==> src/rtl/inst_fetch_if.sv <==
// Fetch-side bundle: ROM address/data, decode valid/ready handshake and redirect.
// master = the fetch queue, slave = the ROM/decode environment around it.
interface inst_fetch_if #(
   parameter int ADDR_W = 12
);
   logic [ADDR_W-1:0] rom_addr;
   logic [31:0]       rom_data;
   logic              inst_valid;
   logic [31:0]       inst_data;
   logic [31:0]       inst_pc;
   logic              inst_ready;
   logic              redirect_valid;
   logic [31:0]       redirect_pc;
   logic [15:0]       fetch_count;

   modport master (
      output rom_addr, inst_valid, inst_data, inst_pc, fetch_count,
      input  rom_data, inst_ready, redirect_valid, redirect_pc
   );

   modport slave (
      input  rom_addr, inst_valid, inst_data, inst_pc, fetch_count,
      output rom_data, inst_ready, redirect_valid, redirect_pc
   );
endinterface

==> src/rtl/inst_fetch_queue.sv <==
// Instruction fetch: owns the fetch PC, reads the combinational ROM and buffers
// {pc, instr} in a small FIFO toward decode; redirects flush and refetch.
//
//   state   | meaning
//   S_FILL  | queue has room, fetching one word per cycle
//   S_FULL  | count == DEPTH, fetch stalled until decode pops
//   S_FLUSH | one cycle after a redirect; queue empty, fetching from new PC
module inst_fetch_queue #(
   parameter logic [31:0] RESET_PC = 32'h0040_0000,
   parameter int          ADDR_W   = 12,
   parameter int          DEPTH    = 2
) (
   input  logic        clk,
   input  logic        rst,
   inst_fetch_if.master bus
);
   localparam int PTR_W = (DEPTH > 1) ? $clog2(DEPTH) : 1;
   localparam int CNT_W = $clog2(DEPTH) + 1;

   localparam logic [1:0] S_FILL  = 2'd0;
   localparam logic [1:0] S_FULL  = 2'd1;
   localparam logic [1:0] S_FLUSH = 2'd2;

   logic [31:0]      fetch_pc;
   logic [31:0]      entry_pc    [DEPTH];
   logic [31:0]      entry_instr [DEPTH];
   logic [PTR_W-1:0] rd_ptr;
   logic [PTR_W-1:0] wr_ptr;
   logic [CNT_W-1:0] count;
   logic [CNT_W-1:0] count_next;
   logic [1:0]       state;
   logic [15:0]      fetch_count;
   logic             push;
   logic             pop;

   assign bus.rom_addr    = fetch_pc[ADDR_W-1:0];
   assign bus.inst_valid  = (count != '0);
   assign bus.inst_data   = entry_instr[rd_ptr];
   assign bus.inst_pc     = entry_pc[rd_ptr];
   assign bus.fetch_count = fetch_count;

   // S_FULL tracks count == DEPTH exactly, so it alone gates the fetch.
   assign pop  = bus.inst_valid & bus.inst_ready;
   assign push = ~bus.redirect_valid & (state != S_FULL);

   always_comb begin
      count_next = count;
      if (push && !pop)
         count_next = count + CNT_W'(1);
      else if (pop && !push)
         count_next = count - CNT_W'(1);
   end

   always_ff @(posedge clk) begin
      if (rst) begin
         fetch_pc    <= RESET_PC;
         rd_ptr      <= '0;
         wr_ptr      <= '0;
         count       <= '0;
         fetch_count <= '0;
         state       <= S_FILL;
         for (int i = 0; i < DEPTH; i++) begin
            entry_pc[i]    <= '0;
            entry_instr[i] <= '0;
         end
      end else if (bus.redirect_valid) begin
         // A same-cycle pop is still taken by decode; the queue is emptied regardless.
         fetch_pc <= {bus.redirect_pc[31:2], 2'b00};
         rd_ptr   <= '0;
         wr_ptr   <= '0;
         count    <= '0;
         state    <= S_FLUSH;
      end else begin
         if (push) begin
            entry_pc[wr_ptr]    <= fetch_pc;
            entry_instr[wr_ptr] <= bus.rom_data;
            wr_ptr              <= wr_ptr + PTR_W'(1);
            fetch_pc            <= fetch_pc + 32'd4;
            fetch_count         <= fetch_count + 16'd1;
         end
         if (pop)
            rd_ptr <= rd_ptr + PTR_W'(1);
         count <= count_next;
         state <= (count_next == CNT_W'(DEPTH)) ? S_FULL : S_FILL;
      end
   end
endmodule

==> src/flat_wrapper.sv <==
// flat-port wrapper written by rule: the top's interface ports become plain ports
module inst_fetch_queue_flat 
#(
   parameter logic [31:0] RESET_PC = 32'h0040_0000,
   parameter int          ADDR_W   = 12,
   parameter int          DEPTH    = 2
)
  (clk, rst, bus_rom_addr, bus_inst_valid, bus_inst_data, bus_inst_pc, bus_fetch_count, bus_rom_data, bus_inst_ready, bus_redirect_valid, bus_redirect_pc);
  inst_fetch_if #(.ADDR_W(ADDR_W)) bus_i ();
  input  logic clk;
  input  logic rst;
  output wire logic [$bits(bus_i.rom_addr)-1:0] bus_rom_addr;
  output wire logic [$bits(bus_i.inst_valid)-1:0] bus_inst_valid;
  output wire logic [$bits(bus_i.inst_data)-1:0] bus_inst_data;
  output wire logic [$bits(bus_i.inst_pc)-1:0] bus_inst_pc;
  output wire logic [$bits(bus_i.fetch_count)-1:0] bus_fetch_count;
  input wire logic [$bits(bus_i.rom_data)-1:0] bus_rom_data;
  input wire logic [$bits(bus_i.inst_ready)-1:0] bus_inst_ready;
  input wire logic [$bits(bus_i.redirect_valid)-1:0] bus_redirect_valid;
  input wire logic [$bits(bus_i.redirect_pc)-1:0] bus_redirect_pc;
  assign bus_rom_addr = bus_i.rom_addr;
  assign bus_inst_valid = bus_i.inst_valid;
  assign bus_inst_data = bus_i.inst_data;
  assign bus_inst_pc = bus_i.inst_pc;
  assign bus_fetch_count = bus_i.fetch_count;
  assign bus_i.rom_data = bus_rom_data;
  assign bus_i.inst_ready = bus_inst_ready;
  assign bus_i.redirect_valid = bus_redirect_valid;
  assign bus_i.redirect_pc = bus_redirect_pc;
  inst_fetch_queue #(.RESET_PC(RESET_PC), .ADDR_W(ADDR_W), .DEPTH(DEPTH)) u_core (.clk(clk), .rst(rst), .bus(bus_i));
endmodule
==> config.mk <==
export PLATFORM = sky130hd
export DESIGN_NAME = inst_fetch_queue_flat
export DESIGN_NICKNAME = d
export VERILOG_FILES = /design/src/rtl/inst_fetch_if.sv /design/src/rtl/inst_fetch_queue.sv /design/src/flat_wrapper.sv
export SDC_FILE = /design/constraint.sdc
export NUM_CORES = 1
export LEC_CHECK = 0
export ABC_AREA = 0
export CORE_ASPECT_RATIO = 1.25
export CORE_UTILIZATION = 56
export CTS_CLUSTER_SIZE = 16
export DETAILED_ROUTE_END_ITERATION = 6
export GPL_ROUTABILITY_DRIVEN = 0
export HOLD_SLACK_MARGIN = 0.05
export PLACE_DENSITY_LB_ADDON = 0.25
export SLEW_MARGIN = 0
export SYNTH_ARGS = -nofsm -noshare
export SYNTH_HDL_FRONTEND = slang
export SYNTH_SLANG_ARGS = --single-unit
==> constraint.sdc <==
create_clock -name clk -period 12.36 [get_ports clk]
set_clock_uncertainty 0.05 [all_clocks]
set_input_delay 1.854 -clock clk [delete_from_list [all_inputs] [get_ports clk]]
set_output_delay 1.854 -clock clk [all_outputs]
set_load 0.1 [all_outputs]
==> summary.txt <==
CTS tree -> built
Clock share of power -> 32.7%
Outcome -> completed
Vias in the first global route -> 5,759
Worst relative slew slack -> 31.0%
Leak Pwr -> 3.75 nW
Wire length per cell -> 17.9 µm
Max_cap viols -> 0
Switching share of power -> 31.0%
Vias per inst -> 5.82
Antenna Violating Nets Remaining -> 0
WS Path Type -> reg2out
# resized after CTS -> 0
Starting density of the core -> 57.2%
Combinational group share of total power -> 21.1%
Primary FF master, synth -> edfxtp_1
I/O pin count -> 161
Final nets -> 892
Total track usage -> 24.1%
Post-route setup TNS -> 0 ns
Setup Buffers After CTS -> 0
Arr. time, crit path -> 2.92 ns
Pwr dens -> 145 mW/mm²
Area Overhead vs Synth -> 25.6%
Actual slew at the worst max-slew pin -> 1.03 ns
Worst Path Required -> 10.46 ns
Final hold viol count -> 0
Root Buffer -> clkbuf_16
Max Slew Vio Count -> 0
Num CTS Buffers -> 17
Die Width -> 110 µm
DP HPWL -> 11,500 µm
Util after Layout -> 71.8%
Syn Inst Count -> 696
Fmax -> 0.207 GHz
Critical path endpoint category -> primary output
Minimum clock period after layout -> 4.83 ns
First-pass GRT wire length -> 28,600 µm
IO buf count -> 154
Int Pwr -> 1.03 mW
Clock Sinks -> 177
Vias -> 5,886
Number of diodes -> 0
Post-synth EDFFs -> 124
Worst-case clock buffer depth -> 2
Total grt overflow -> 0
Cell variety after synth -> 51
Layout cells sized above 1 -> 12.7%
Detailed Route Iter0 Violations -> 337
Setup-failing EPs final -> 0
CP Max Fanout -> 62
Die Y -> 138 µm
RSZ-0062 raised after global routing -> no
Cts hold-fix bufs -> 0
Mapped Area -> 0.00824 mm²
Max IR drop VDD -> 0.000105 V
Yosys Warn Count -> 0
Core footprint -> 0.0144 mm²
Post-route DRC -> 0
Yosys reg bits -> 177
Clk Latency, worst-skew pair -> 0.43 ns
Register share of total power -> 46.2%
Final period util -> 39.0%
Post-Route WL -> 18,100 µm
Die area -> 0.0152 mm²
Initial antenna violation count -> 0
P_sw -> 0.464 mW
Sequential fraction of the synthesis area -> 58.1%
CP Launch Type -> flip-flop
Syn Area/Cell -> 11.8 µm²
Total iterations of the first detailed-routing run -> 5
Synth async-reset ratio -> 0%
H-tree levels -> 4
Largest net degree at the start of global routing -> 64
Worst-path clk slew -> 0.07 ns
FP Rows -> 49
HP Class -> reg2reg
## area by class of cell
type | count | area (µm²)
fill | 1017 | 4060
sequential | 177 | 4790
clock inverter | 12 | 93.8
timing repair buffer | 163 | 1610
tap | 178 | 223
inverter | 15 | 56.3
clock buffer | 20 | 437
multi-input combinational | 447 | 3140
## sequential cells by signal (all words and copies together), names as in the netlist, named ones only
signal	flops
u_core.state	2
u_core.bus.fetch_count	16
u_core.entry_pc	60
u_core.rd_ptr	1
u_core.fetch_pc	30
u_core.count	2
u_core.wr_ptr	1
u_core.entry_instr	64
## kinds of logic after synthesis
| kind of cell | synth area share [%] |
|---|---|
| flops | 58.1 |
| buf+inv | 4.12 |
| mux | 8.48 |
| simple gates | 20.1 |
| fa+ha+maj | 0.456 |
| xor+xnor | 1.59 |
| compound gates | 7.09 |
| other cells | 0.0455 |
## synth_stat cells (all sizes together), types with 7 or more instances
cell type	count	area, µm²
or3	15	93.8
and3	10	62.6
a21oi	15	75.1
clkbuf	38	143
edfxtp	124	3720
o21ai	16	80.1
a311oi	11	96.3
inv	14	52.6
buf	22	140
xnor2	8	70.1
xor2	7	61.3
nand4	16	113
mux2	62	698
nand3	15	75.1
a211oi	10	75.1
and2	131	820
dfxtp	53	1060
nor2	28	105
nand2	24	90.1
nor4	11	68.8
## stage by stage
step | worst slack, ns | power, mW | cell area (µm²) | instances | hold WS [ns]
2_1_floorplan | 5.13 | 0.939 | 8250 | 699 | 0.431
3_3_place_gp | 7.43 | 1.01 | 9820 | 980 | 0.414
3_5_place_dp | 7.35 | 1.02 | 9820 | 980 | 0.434
4_1_cts | 7.53 | 1.51 | 10300 | 1012 | 0.446
5_1_grt | 7.44 | 1.54 | 10300 | 1012 | 0.486
6_report | 7.53 | 1.50 | 10300 | 1012 | 0.444
## critical path: stages (launching register included)
cell,delay [ns]
dfxtp_2,0.31
buf_4,0.63
mux2_2,0.31
clkdlybuf4s50_1,1.18
## layout by cell type (no fill, tap or decap), types with 5 or more instances in the layout
cell,synthesis,routed
clkdlybuf4s50_1,0,154
and2_1,131,131
edfxtp_1,124,124
mux2_2,62,62
dfxtp_1,53,52
nor2_1,28,28
nand2_1,24,24
clkbuf_16,0,17
nand3_1,15,15
or3_1,15,15
o21ai_0,16,15
a21oi_1,15,15
inv_1,14,14
nand4_1,14,14
nor4_1,11,11
a311oi_1,11,11
a211oi_1,10,10
and3_1,10,9
buf_4,14,9
xnor2_1,8,8
xor2_1,7,7
nor2b_1,6,6
and4_1,6,6
o31ai_1,6,6
nor3_1,6,5
or4_1,5,5
## worst paths after layout
path                                   from  slack [ns]  cells past startpoint                        end
setup reg to reg            u_core.state[1]        9.23                      5  u_core.entry_instr[1][10]
hold reg to reg   u_core.bus.fetch_count[1]        0.44                      2  u_core.bus.fetch_count[1]
hold / removal    u_core.bus.fetch_count[1]        0.44                      2  u_core.bus.fetch_count[1]
setup / recovery                  flip-flop        7.53                      3             bus_inst_pc[2]
## metal layers
metal / track usage, % / wire (µm) / vias up
met5: 0 / 0 / -
met4: 10.5 / 442 / 0
met3: 5.85 / 990 / 39
met2: 42.0 / 9210 / 199
met1: 28.5 / 7420 / 2852
li1: - / - / 2796
## power groups by stage
stage	sequential, mW	combinational [mW]	clock [mW]
2_1_floorplan	0.704	0.235	0
3_3_place_gp	0.701	0.312	0
3_5_place_dp	0.704	0.316	0
4_1_cts	0.692	0.317	0.497
5_1_grt	0.696	0.328	0.520
6_report	0.692	0.316	0.489
No activity file was read; power rests on OpenSTA's default activity.
